--- config.mk ---
export PLATFORM = sky130hd
export DESIGN_NAME = mnist_bit_rx_flat
export DESIGN_NICKNAME = d
export VERILOG_FILES = /design/src/rtl/mnist_bit_rx_if.sv /design/src/rtl/mnist_bit_rx.sv /design/src/flat_wrapper.sv
export SDC_FILE = /design/constraint.sdc
export NUM_CORES = 1
export LEC_CHECK = 0
export BUFFER_PORTS_ARGS = -buffer_cell sky130_fd_sc_hd__buf_2
export CAP_MARGIN = 0
export CELL_PAD_IN_SITES_DETAIL_PLACEMENT = 1
export CELL_PAD_IN_SITES_GLOBAL_PLACEMENT = 1
export CORE_UTILIZATION = 40
export DETAILED_ROUTE_END_ITERATION = 16
export PLACE_DENSITY = 0.75
export SLEW_MARGIN = 20
export SYNTH_ARGS = -nofsm -noshare
export SYNTH_HDL_FRONTEND = slang
export SYNTH_SLANG_ARGS = --single-unit
--- constraint.sdc ---
create_clock -name clk -period 2.6 [get_ports clk]
set_input_delay 0.39 -clock clk [delete_from_list [all_inputs] [get_ports clk]]
set_output_delay 0.39 -clock clk [all_outputs]
set_load 0.1 [all_outputs]
--- src/rtl/mnist_bit_rx_if.sv ---
// Byte stream from the MNIST bit receiver towards an image buffer or comparator.
interface mnist_bit_rx_if;
  logic       byte_valid;
  logic [7:0] byte_data;
  logic [6:0] byte_addr;
  logic       image_done;

  modport master (
    output byte_valid,
    output byte_data,
    output byte_addr,
    output image_done
  );

  modport slave (
    input byte_valid,
    input byte_data,
    input byte_addr,
    input image_done
  );
endinterface

--- src/rtl/mnist_bit_rx.sv ---
// Receive side of the MNIST bit link: filters the returning bit line, samples at
// mid-bit with edge-driven phase realignment and reassembles MSB-first image bytes.
module mnist_bit_rx #(
  parameter int unsigned BIT_CYCLES     = 4000,
  parameter int unsigned START_OFFSET   = 4006,
  parameter int unsigned BITS_PER_IMAGE = 784,
  parameter int unsigned MAX_IMAGES     = 1000
) (
  input  logic           clk,
  input  logic           rst_n,
  input  logic           start,
  input  logic           abort,
  input  logic           bit_in,
  mnist_bit_rx_if.master byte_if,
  output logic [15:0]    image_cnt,
  output logic [7:0]     err_cnt,
  output logic           busy
);

  localparam int unsigned PH_W  = $clog2(BIT_CYCLES);
  localparam int unsigned AL_W  = $clog2(START_OFFSET);
  localparam int unsigned BYTES = BITS_PER_IMAGE / 8;

  localparam logic [PH_W-1:0] PH_LAST  = PH_W'(BIT_CYCLES - 1);
  localparam logic [PH_W-1:0] PH_Q1    = PH_W'(BIT_CYCLES / 4);
  localparam logic [PH_W-1:0] PH_MID   = PH_W'(BIT_CYCLES / 2);
  localparam logic [PH_W-1:0] PH_Q3    = PH_W'((3 * BIT_CYCLES) / 4);
  localparam logic [AL_W-1:0] AL_LAST  = AL_W'(START_OFFSET - 1);
  localparam logic [AL_W-1:0] AL_EARLY = AL_W'(START_OFFSET - BIT_CYCLES / 4);
  localparam logic [6:0]      IDX_LAST = 7'(BYTES - 1);

  typedef enum logic [1:0] {
    ST_IDLE,
    ST_ALIGN,
    ST_RECV
  } state_t;

  state_t          state_q, state_d;
  logic [1:0]      sync_q, sync_d;
  logic [2:0]      samp_q, samp_d;
  logic            bit_f_q, bit_f_d;
  logic            bit_prev_q, bit_prev_d;
  logic [AL_W-1:0] align_q, align_d;
  logic [PH_W-1:0] phase_q, phase_d;
  logic [2:0]      bit_cnt_q, bit_cnt_d;
  logic [6:0]      byte_idx_q, byte_idx_d;
  logic [7:0]      shreg_q, shreg_d;
  logic [15:0]     image_cnt_q, image_cnt_d;
  logic [7:0]      err_cnt_q, err_cnt_d;
  logic            busy_q, busy_d;
  logic            byte_valid_q, byte_valid_d;
  logic [7:0]      byte_data_q, byte_data_d;
  logic [6:0]      byte_addr_q, byte_addr_d;
  logic            image_done_q, image_done_d;
  logic            edge_det;

  always_comb begin
    // 2-flop synchronizer, then 2-of-3 majority rejects single-cycle glitches
    sync_d     = {sync_q[0], bit_in};
    samp_d     = {samp_q[1:0], sync_q[1]};
    bit_f_d    = (samp_q[0] & samp_q[1]) | (samp_q[0] & samp_q[2]) | (samp_q[1] & samp_q[2]);
    bit_prev_d = bit_f_q;
    edge_det   = bit_f_q ^ bit_prev_q;

    state_d      = state_q;
    align_d      = align_q;
    phase_d      = phase_q;
    bit_cnt_d    = bit_cnt_q;
    byte_idx_d   = byte_idx_q;
    shreg_d      = shreg_q;
    image_cnt_d  = image_cnt_q;
    err_cnt_d    = err_cnt_q;
    byte_valid_d = 1'b0;
    image_done_d = 1'b0;
    byte_data_d  = byte_data_q;
    byte_addr_d  = byte_addr_q;

    unique case (state_q)
      ST_IDLE: begin
        if (start) begin
          image_cnt_d = '0;
          err_cnt_d   = '0;
          bit_cnt_d   = '0;
          byte_idx_d  = '0;
          shreg_d     = '0;
          align_d     = '0;
          state_d     = ST_ALIGN;
        end
      end
      ST_ALIGN: begin
        align_d = align_q + 1'b1;
        if (align_q == AL_LAST || (edge_det && align_q >= AL_EARLY)) begin
          phase_d = '0;
          state_d = ST_RECV;
        end
      end
      ST_RECV: begin
        phase_d = (phase_q == PH_LAST) ? '0 : phase_q + 1'b1;
        // The mid-bit sample lies inside the no-resync window, so a resync can
        // neither skip nor repeat it.
        if (edge_det) begin
          if (phase_q < PH_Q1 || phase_q >= PH_Q3) begin
            phase_d = '0;
          end else if (err_cnt_q != '1) begin
            err_cnt_d = err_cnt_q + 1'b1;
          end
        end
        if (phase_q == PH_MID) begin
          shreg_d   = {shreg_q[6:0], bit_f_q};
          bit_cnt_d = bit_cnt_q + 1'b1;
          if (bit_cnt_q == 3'd7) begin
            byte_valid_d = 1'b1;
            byte_data_d  = shreg_d;
            byte_addr_d  = byte_idx_q;
            if (byte_idx_q == IDX_LAST) begin
              byte_idx_d   = '0;
              image_done_d = 1'b1;
              image_cnt_d  = image_cnt_q + 1'b1;
              if (MAX_IMAGES != 0 && image_cnt_d == 16'(MAX_IMAGES)) begin
                state_d = ST_IDLE;
              end
            end else begin
              byte_idx_d = byte_idx_q + 1'b1;
            end
          end
        end
      end
      default: state_d = ST_IDLE;
    endcase

    if (abort) begin
      state_d      = ST_IDLE;
      byte_valid_d = 1'b0;
      image_done_d = 1'b0;
      image_cnt_d  = image_cnt_q;
      err_cnt_d    = err_cnt_q;
    end

    busy_d = (state_d != ST_IDLE);
  end

  always_ff @(posedge clk or negedge rst_n) begin
    if (!rst_n) begin
      state_q      <= ST_IDLE;
      sync_q       <= '0;
      samp_q       <= '0;
      bit_f_q      <= 1'b0;
      bit_prev_q   <= 1'b0;
      align_q      <= '0;
      phase_q      <= '0;
      bit_cnt_q    <= '0;
      byte_idx_q   <= '0;
      shreg_q      <= '0;
      image_cnt_q  <= '0;
      err_cnt_q    <= '0;
      busy_q       <= 1'b0;
      byte_valid_q <= 1'b0;
      byte_data_q  <= '0;
      byte_addr_q  <= '0;
      image_done_q <= 1'b0;
    end else begin
      state_q      <= state_d;
      sync_q       <= sync_d;
      samp_q       <= samp_d;
      bit_f_q      <= bit_f_d;
      bit_prev_q   <= bit_prev_d;
      align_q      <= align_d;
      phase_q      <= phase_d;
      bit_cnt_q    <= bit_cnt_d;
      byte_idx_q   <= byte_idx_d;
      shreg_q      <= shreg_d;
      image_cnt_q  <= image_cnt_d;
      err_cnt_q    <= err_cnt_d;
      busy_q       <= busy_d;
      byte_valid_q <= byte_valid_d;
      byte_data_q  <= byte_data_d;
      byte_addr_q  <= byte_addr_d;
      image_done_q <= image_done_d;
    end
  end

  assign byte_if.byte_valid = byte_valid_q;
  assign byte_if.byte_data  = byte_data_q;
  assign byte_if.byte_addr  = byte_addr_q;
  assign byte_if.image_done = image_done_q;
  assign image_cnt          = image_cnt_q;
  assign err_cnt            = err_cnt_q;
  assign busy               = busy_q;

endmodule
--- src/flat_wrapper.sv ---
// flat-port wrapper written by rule: the top's interface ports become plain ports
module mnist_bit_rx_flat 
#(
  parameter int unsigned BIT_CYCLES     = 4000,
  parameter int unsigned START_OFFSET   = 4006,
  parameter int unsigned BITS_PER_IMAGE = 784,
  parameter int unsigned MAX_IMAGES     = 1000
)
  (clk, rst_n, start, abort, bit_in, image_cnt, err_cnt, busy, byte_if_byte_valid, byte_if_byte_data, byte_if_byte_addr, byte_if_image_done);
  mnist_bit_rx_if byte_if_i ();
  input  logic clk;
  input  logic rst_n;
  input  logic start;
  input  logic abort;
  input  logic bit_in;
  output logic [15:0] image_cnt;
  output logic [7:0] err_cnt;
  output logic busy;
  output wire logic [$bits(byte_if_i.byte_valid)-1:0] byte_if_byte_valid;
  output wire logic [$bits(byte_if_i.byte_data)-1:0] byte_if_byte_data;
  output wire logic [$bits(byte_if_i.byte_addr)-1:0] byte_if_byte_addr;
  output wire logic [$bits(byte_if_i.image_done)-1:0] byte_if_image_done;
  assign byte_if_byte_valid = byte_if_i.byte_valid;
  assign byte_if_byte_data = byte_if_i.byte_data;
  assign byte_if_byte_addr = byte_if_i.byte_addr;
  assign byte_if_image_done = byte_if_i.image_done;
  mnist_bit_rx #(.BIT_CYCLES(BIT_CYCLES), .START_OFFSET(START_OFFSET), .BITS_PER_IMAGE(BITS_PER_IMAGE), .MAX_IMAGES(MAX_IMAGES)) u_core (.clk(clk), .rst_n(rst_n), .start(start), .abort(abort), .bit_in(bit_in), .byte_if(byte_if_i), .image_cnt(image_cnt), .err_cnt(err_cnt), .busy(busy));
endmodule
* Word level (Yosys, flattened, before mapping)
Index checks and enable logic that the tools add are counted.
Cells by class: add/subtract/negate cells 6, $lt $le $gt $ge 3, eq/ne operators 17, multiplexer cells 44, bitwise gates (word level) 7, reduce and logical (&&, ||, !) cells 15
Operator list (count):
- $mux 16 | 4
- $mux 12 | 5
- $pmux 12 s2 | 2
- $mux 7 | 5
- $mux 8 | 4
- $pmux 16 s2 | 1
- $pmux 7 s2 | 2
- $add 12x1->12 const B | 2
- $eq 12x12->1 const B | 2
- $ge 12x12->1 const B | 2
- $add 16x1->16 const B | 1
- $eq 16x10->1 const B | 1
- $pmux 8 s2 | 1
- $mux 2 | 7
- $eq 12x11->1 const B | 1
- $lt 12x10->1 const B | 1
- $ne 2x1->1 const B | 6
- $reduce_and 6->1 | 2
- $mux 1 | 9
- $add 8x1->8 const B | 1
- $ne 8x8->1 const B | 1
- $reduce_bool 2->1 | 4
- $add 7x1->7 const B | 1
- $eq 7x7->1 const B | 1
- 18 further kinds | 26
Storage, ports and cells: register bits 92, bits of input ports 5, output and inout port bits 42, logic and storage cells 109

* Logic depth before layout (Yosys ltp)
Gate-level depths: netlist of run 1.
depth after elaboration 9, mapped depth 10, depth with buffers taken out 8

* Worst setup path before layout of run 1
No wires, ideal clock.
kind register -> register, start register u_core.image_cnt_q[3], in the netlist u_core.image_cnt[3], end register u_core.state_q[1], library setup time 0.135 ns, arrival 2.660 ns, required time 2.465 ns, setup slack -0.196 ns, stages on the path, launching flop included 8, buffers on the path 1, clock period less this slack 2.796 ns, cell sequence dfrtp_1 > clkbuf_1 > nand4_1 > nor4_1 > and3_1 > o21ai_0 > o41ai_1 > a21oi_1
On the way: word-level cells in the longest chain between the ends 8
Ends and longest elaborated chain:
- from (decl) | RTL line mnist_bit_rx.sv:48 | logic [15:0] image_cnt_q, image_cnt_d;
- from (signal assigned) | RTL line mnist_bit_rx.sv:172 | image_cnt_q <= image_cnt_d;
- $add 16x1->16 | RTL line mnist_bit_rx.sv:118 | image_cnt_d = image_cnt_q + 1'b1;
- $eq 16x10->1 | RTL line mnist_bit_rx.sv:119 | if (MAX_IMAGES != 0 && image_cnt_d == 16'(MAX_IMAGES)) begin
- $mux 2 | RTL line mnist_bit_rx.sv:119
- $mux 2 | RTL line mnist_bit_rx.sv:115 | if (byte_idx_q == IDX_LAST) begin
- $mux 2 | RTL line mnist_bit_rx.sv:111 | if (bit_cnt_q == 3'd7) begin
- $mux 2 | RTL line mnist_bit_rx.sv:108 | if (phase_q == PH_MID) begin
- $pmux 2 s3 | RTL line mnist_bit_rx.sv:78 | unique case (state_q)
- $mux 2 | RTL line mnist_bit_rx.sv:131 | if (abort) begin
- named net u_core.state_d[1] | RTL line mnist_bit_rx.sv:38 | state_t state_q, state_d;
- to (signal assigned) | RTL line mnist_bit_rx.sv:162 | state_q <= state_d;
- to (decl) | RTL line mnist_bit_rx.sv:38
The timed path passes the listed nets, and every way through them passes these cells. A chain may end at the register's enable or synchronous reset.

* Final worst setup path of run 1
start register u_core.phase_q[10], end register u_core.phase_q[9]
On the way: word-level cells in the longest chain between the ends 5, elaborated cells between the ends (all ways) 8, those cells by class order compare: 2; eq/ne: 1; mux: 4; reduce/logical: 1
Ends and longest elaborated chain:
- from (decl) | RTL line mnist_bit_rx.sv:44 | logic [PH_W-1:0] phase_q, phase_d;
- from (signal assigned) | RTL line mnist_bit_rx.sv:168 | phase_q <= phase_d;
- $lt 12x10->1 (tied with other cells) | RTL line mnist_bit_rx.sv:102 | if (phase_q < PH_Q1 || phase_q >= PH_Q3) begin
- $logic_or 1x1->1 / $mux 12 (equally long branches) | RTL line mnist_bit_rx.sv:102, mnist_bit_rx.sv:98
- $mux 12 | RTL line mnist_bit_rx.sv:102
- $mux 12 (*) | RTL line mnist_bit_rx.sv:101 | if (edge_det) begin
- $pmux 12 s2 (*) | RTL line mnist_bit_rx.sv:78
Every way passes the cells marked *; elsewhere a longest branch is shown, timed or not.

==> results of run 1 <==
[sequential cells by signal, summed over array words and instances (netlist names), 2 cells and up]
signal / cells
u_core.byte_idx_q: 7
u_core.sync_q: 2
u_core.samp_q: 3
u_core.byte_if.byte_addr: 7
u_core.shreg_q: 7
u_core.align_q: 12
u_core.phase_q: 12
u_core.bit_cnt_q: 3
u_core.image_cnt: 16
u_core.byte_if.byte_data: 8
u_core.state_q: 2
u_core.err_cnt: 8
[synth_stat cells (all sizes together) (2+ instances only)]
cell     n  area [um2]
nor4b    2       17.52
or3      5       31.28
and3    13       81.33
xor2     4       35.03
a211oi   4       30.03
nor2b   12       75.07
a221o    8       80.08
nand4   12       75.07
buf      3       23.77
a21oi   10       50.05
o22ai    2       12.51
mux2     8       90.09
o31ai    8       70.06
nor3b    3       22.52
and4     3       26.28
nor4     6       52.55
ha      11       137.6
nand2b   6       37.54
mux2i    5       50.05
inv     19       71.32
dfrtp   92        2302
nand3   47       235.2
clkbuf  24       90.09
and4b    2       20.02
nand3b   2       15.01
nand2   46       172.7
or2      3       18.77
a22o     5       43.79
and2     3       18.77
nand4b   4       35.03
o22a     6       52.55
xnor2    4       35.03
or4b     2       23.77
a21o     3       22.52
nor2    28       105.1
o21ai   65       325.3
nor3    10       50.05
[per-layer routing]
layer,global-route usage,wire length [um]
met5,0,0
met4,0.07911,254
met3,0.05324,440
met2,0.3342,5843
met1,0.2866,5826
[power groups by stage]
stage,Clock [mW],Combinational (mW),Sequential [mW]
6_report,1.37,0.160,1.47
5_1_grt,1.46,0.180,1.48
4_1_cts,1.41,0.160,1.47
3_5_place_dp,0,0.157,1.50
3_3_place_gp,0,0.153,1.50
2_1_floorplan,0,0.0828,1.50
[path summary, 6_finish.rpt]
path,cells after the start,from,to
max,6,u_core.phase_q[10],u_core.phase_q[9]
min,1,rst_n,u_core.byte_idx_q[2]
max reg2reg,6,u_core.phase_q[10],u_core.phase_q[9]
min reg2reg,0,u_core.sync_q[1],u_core.samp_q[0]
max in group asynchronous,2,rst_n,u_core.align_q[4]
min in group clk,1,bit_in,u_core.sync_q[0]
[worst max-delay path, stage by stage, from the launching register on]
cell,delay [ns]
dfrtp_1,0.51
nand4_1,0.23
or2_2,0.34
or3_1,0.47
and2_1,0.23
nor2b_1,0.25
a221o_1,0.35
[logic make-up after synthesis]
group | synth area share
AO/OA/AOI/OAI | 0.1575
XOR/XNOR | 0.01485
adder cells (fa/ha/maj) | 0.03129
buffers and inverters | 0.03925
flip-flops | 0.4879
multiplexers | 0.02970
AND/OR/NAND/NOR | 0.2395
[what timing repair did]
action | CTS | global route
cloned | 0 | 1
endpoints found under the hold margin | 0 | 0
endpoints found under the setup margin | 10 | 10
resized for setup | 2 | 5
buffers inserted | 0 | 1
pin swaps | 0 | 2
[area by class of cell]
type / count / area, um2 / share of cell area
flip-flops and latches: 92 / 2317 / 0.4182
multi-input cells: 363 / 2262 / 0.4082
repair buffers: 67 / 402.9 / 0.07270
clock buffers: 10 / 239.0 / 0.04312
well taps: 143 / 178.9 / 0.03229
inverters: 19 / 71.32 / 0.01287
clock inverters: 6 / 70.07 / 0.01264
[metrics by stage]
step	TNS, ns	cell area [um2]	util
after CTS	0	5505	0.4801
after detailed placement	-0.7132	5194	0.4529
final	0	5542	0.4833
after global routing	0	5542	0.4833
after floorplan	0	4733	-
after global placement	0	5194	0.4529
[placed cells by master, fill, tap and decap left out, types with 9 or more instances in the layout]
master | netlist | final
inv_1 | 19 | 19
nor3_1 | 10 | 10
and3_1 | 13 | 13
nand2_1 | 46 | 46
ha_1 | 11 | 11
a21oi_1 | 10 | 10
clkbuf_16 | 0 | 9
nor2_1 | 28 | 28
buf_4 | 1 | 21
nand3_1 | 47 | 47
dfrtp_2 | 0 | 12
nand4_1 | 12 | 12
o21ai_0 | 62 | 61
dfrtp_1 | 92 | 80
nor2b_1 | 12 | 12
buf_2 | 1 | 45
==> run_results.csv, run 1 <==
group,metric,value,unit
outcome,status,"finished clean",
detailed_routing,drt_wl_total,12360,um
layout,n_fill_cell,1324,
worst_setup_path,cp.arrival,2.73,ns
worst_setup_path,cp.required,2.84,ns
yosys,synth_edf_count,0,
detailed_routing,drt-vias-per-instance,5.764,
run,max_cap_violations,0,
clock_network,ctsHoldBuffers,0,
place,hpwl,8429,um
worst_setup_path,critPathMaxFanout,7,
yosys,synthCells,500,
timing,setup_ws,0.1132,ns
timing,setup_viol,0,
timing,fmax,402.1,MHz
pwr,power_switching,0.7170,mW
yosys,synth_nets,516,
clock_network,cts.sinks,92,
yosys,synth-seq-cells,92,
layout,area_growth,17.45,%
timing,hold_ws,0.05205,ns
place,gp_congestion,0.8278,
yosys,netlist_area,4718,um2
die,top_level_ports,47,
die,core,11470,um2
timing,fin_crit_sh,0.9565,
timing,rsz0062_at_grt,"no",
die,dieHeight,110.6,um
detailed_routing,route.detailed.drc,0,
detailed_routing,vias,4035,
die,start_util,0.4115,
detailed_routing,detail_route.first_pass.iterations,4,
clock_network,cts_tree,"built",
timing,tightest_slew,0.6926,ns
die,die_area,12230,um2
die,chipWidth,110.6,um
layout,num-nets-final,568,
min_path,hold_class,"primary input to async pin",
layout,diodes,0,
pwr,irDropWorstVdd,0.0003545,V
pwr,power_frac_seq,0.491,
clock_network,clock-root-buffer,"clkbuf_16",
place,port_buffers,46,
grt,grt_use_total,0.2137,
worst_setup_path,regToRegSetupSlack,0.11,ns
die,rows,39,
pwr,p_leak,2.494,nW
grt,grt_max_degree,47,
clock_network,clk_pin_slew,0.07,ns
worst_setup_path,cp-end-kind,"register",
pwr,power_switching_share,0.2391,
grt,grt_pass1_wl,21050,um
place,place_worst_setup_slack,-0.1280,ns
pwr,power,2.998,mW
detailed_routing,wl_per_cell,17.66,um
timing,slew_headroom,0.5373,
clock_network,htree_levels,3,
yosys,ys_warn_count,0,
timing,skew,0.007722,ns
pwr,power_density,541.1,nW/um2
place,placed_cells,682,
grt,antenna_found_initial,0,
yosys,synth_cell_type_count,53,
yosys,ys_seq_area_frac,0.4879,
timing,finalHoldViolations,0,
pwr,power_frac_clock,0.455,
worst_setup_path,worst_setup_path_start_kind,"register",
pwr,intPower,2.282,mW
grt,grt_pass1_vias,4192,
layout,drive_above_1_share,0.2065,
detailed_routing,drt-initial-drc-count,193,
pwr,power_frac_comb,0.053,
timing,min_period,2.487,ns
worst_setup_path,crit_type,"register to register",
timing,maxSlewViolCount,0,
clock_network,clock_tree.buffer_depth,2,
yosys,synth-async-reset-ratio,1.000,
grt,grt-ovfl-total,0,
clock_network,insertion_delay,0.36,ns
yosys,dominantRegCellSynth,"dfrtp_1",
detailed_routing,drt.antenna.violating_nets,0,
yosys,avgSynthCellArea,9.437,um2
layout,stdcell_count,700,
clock_network,cts_buffers,9,
Power figures use the tool's default switching activity.
==> run 2: changes to the inputs <==
ABC_AREA = 1   (was not set)
PLACE_DENSITY = 0.77   (was 0.75)
==> run 2 against run 1 <==
First-iteration DRC count fell by 14%. Hold slack improved by 0.10 ns. Setup slack improved by 0.24 ns. Via count up 3.0%.
==> run_results.csv, run 2 <==
group,metric,value,unit
die,start_util,0.4104,
die,chipWidth,110,um
die,die_area,12100,um2
clock_network,cts.repair.resized,0,
min_path,hold_class,"primary input to register",
worst_setup_path,cp_top_family,"simple AND/OR/NAND/NOR gates",
detailed_routing,drt.antenna.violating_nets,0,
timing,fmax,445.1,MHz
die,top_level_ports,47,
worst_setup_path,cp.arrival,2.54,ns
yosys,synth-async-reset-ratio,1.000,
timing,setup_viol,0,
timing,fin_crit_sh,0.8641,
grt,grt_pass1_wl,20640,um
detailed_routing,vias,4156,
place,place_worst_setup_slack,0.3694,ns
grt,grt-ovfl-total,0,
yosys,ys_seq_area_frac,0.4934,
yosys,dominantRegCellSynth,"dfrtp_1",
yosys,synth.area.top_cells,"dfrtp_1 (49%), nand2_1 (13%), inv_1 (5.9%)",
timing,rsz0062_at_grt,"no",
detailed_routing,drt-vias-per-instance,5.321,
outcome,status,"finished clean",
worst_setup_path,cp.buffers_inverters,2,
worst_setup_path,worst_setup_path_start_kind,"register",
timing,min_period,2.247,ns
worst_setup_path,cp_cell_sequence,"inv_1, ha_1, nand2_1, nor2_1, nand2_1, nor2_2, nand2_2, clkinv_2, nand2_4, nand2_4, nand3_4, nor2_4, nand2_1, nand2_1",
layout,final_common_cell,"nand2_1",
layout,stdcell_count,781,
timing,finalHoldViolations,0,
detailed_routing,drt_wl_total,12500,um
detailed_routing,route.detailed.drc,0,
timing,tightest_slew,0.5207,ns
place,placed_cells,764,
clock_network,cts_buffers,9,
layout,diodes,0,
timing,slew_headroom,0.6553,
worst_setup_path,crit_type,"register to register",
worst_setup_path,cp.required,2.89,ns
worst_setup_path,critPathMaxFanout,18,
worst_setup_path,cp-end-kind,"register",
timing,maxSlewViolCount,0,
layout,area_growth,15.66,%
pwr,p_leak,2.600,nW
yosys,synthCells,580,
layout,num-nets-final,649,
clock_network,htree_levels,3,
yosys,ys_warn_count,0,
grt,grt_pass1_vias,4288,
clock_network,clock-root-buffer,"clkbuf_16",
die,core,11370,um2
yosys,synth_edf_count,0,
clock_network,clock_tree.buffer_depth,2,
pwr,power_density,554.8,nW/um2
layout,final_cell_mix,"nand2_1 (161), dfrtp_1 (92), inv_1 (73)",
layout,largest_reg_flops,16,
yosys,synth_most_common_cell,"nand2_1",
die,rows,39,
yosys,synth_nets,596,
place,gp_congestion,0.8043,
yosys,synth.largest_area_cell,"dfrtp_1",
timing,skew,0.007693,ns
grt,grt_max_degree,71,
place,port_buffers,46,
detailed_routing,detail_route.first_pass.iterations,4,
clock_network,insertion_delay,0.35,ns
clock_network,cts.sinks,92,
place,hpwl,9239,um
detailed_routing,wl_per_cell,16.00,um
pwr,irDropWorstVdd,0.0003536,V
clock_network,clk_pin_slew,0.08,ns
detailed_routing,drt-initial-drc-count,166,
yosys,synthTopCellsByCount,"nand2_1 (161), dfrtp_1 (92), inv_1 (73)",
worst_setup_path,crit_path_frequent_cell,"nand2_1",
yosys,synth-seq-cells,92,
grt,grt_use_total,0.2216,
die,dieHeight,110,um
yosys,synth_cell_type_count,36,
yosys,synth_top_area_frac,0.4934,
timing,setup_tns,0,ns
layout,drive_above_1_share,0.1270,
worst_setup_path,cpMaxStageDelayCell,"dfrtp_1",
worst_setup_path,slowest_delay,0.41,ns
clock_network,cts_tree,"built",
yosys,netlist_area,4666,um2
timing,setup_ws,0.3534,ns
run,max_cap_violations,0,
grt,antenna_found_initial,0,
yosys,avgSynthCellArea,8.044,um2
run 2: worst paths after layout:
kind | depth (start not counted) | startpoint | slack [ns] | endpoint
max | 14 | u_core.phase_q[0] | 0.35 | u_core.image_cnt[1]
min | 1 | bit_in | 0.16 | u_core.sync_q[0]
max reg2reg | 14 | u_core.phase_q[0] | 0.35 | u_core.image_cnt[1]
max in group asynchronous | 3 | rst_n | 1.45 | u_core.byte_idx_q[2]
min reg2reg | 0 | u_core.sync_q[1] | 0.36 | u_core.samp_q[0]
min in group asynchronous | 2 | rst_n | 0.50 | u_core.align_q[0]
run 2: metrics by stage:
step	instance area (um2)	power [mW]	utilization	hold slack (ns)
floorplan	4666	1.598	-	0.09441
global placement	5072	1.663	0.4461	0.3099
detailed placement	5072	1.671	0.4461	0.3123
CTS	5396	3.025	0.4746	0.1493
global route	5396	3.093	0.4746	0.1428
finish	5396	2.994	0.4746	0.1559
run 2: area by class of cell:
| class | instances | area (um2) |
|---|---|---|
| Tap cell | 143 | 178.9 |
| Timing Repair Buffer | 50 | 277.8 |
| Sequential cell | 92 | 2302 |
| Multi-Input combinational cell | 403 | 2033 |
| Inverter | 77 | 290.3 |
| Clock inverter | 7 | 88.84 |
| Clock buffer | 9 | 225.2 |
| Fill cell | 1416 | 5973 |
run 2: timing repair:
action,in CTS,in global routing
buffers inserted,0,0
hold buffers,1,0
hold endpoints to repair,22,0
run 2: cells by family (layout without fill, tap and decap cells):
family / count (synthesis) / count (layout) / synth area share
compound gates: 89 / 89 / 0.1089
fa+ha+maj: 12 / 12 / 0.03164
flops: 92 / 92 / 0.4934
buf+inv: 85 / 143 / 0.07079
simple gates: 288 / 288 / 0.2690
xor+xnor: 14 / 14 / 0.02628
run 2: where the power goes:
group          switching, mW  leakage, nW  internal, mW
Sequential            0.0258         1.26          1.45
Combinational          0.127         1.18        0.0365
Clock                  0.662        0.152         0.693
run 2: per-layer routing:
layer  up-vias  track usage  part of all wire
met5         -            0                 0
met4         0      0.07143             0.020
met3        20      0.03821             0.029
met2        64       0.3835              0.50
met1      2084       0.2808              0.45
li1       1988            -                 -
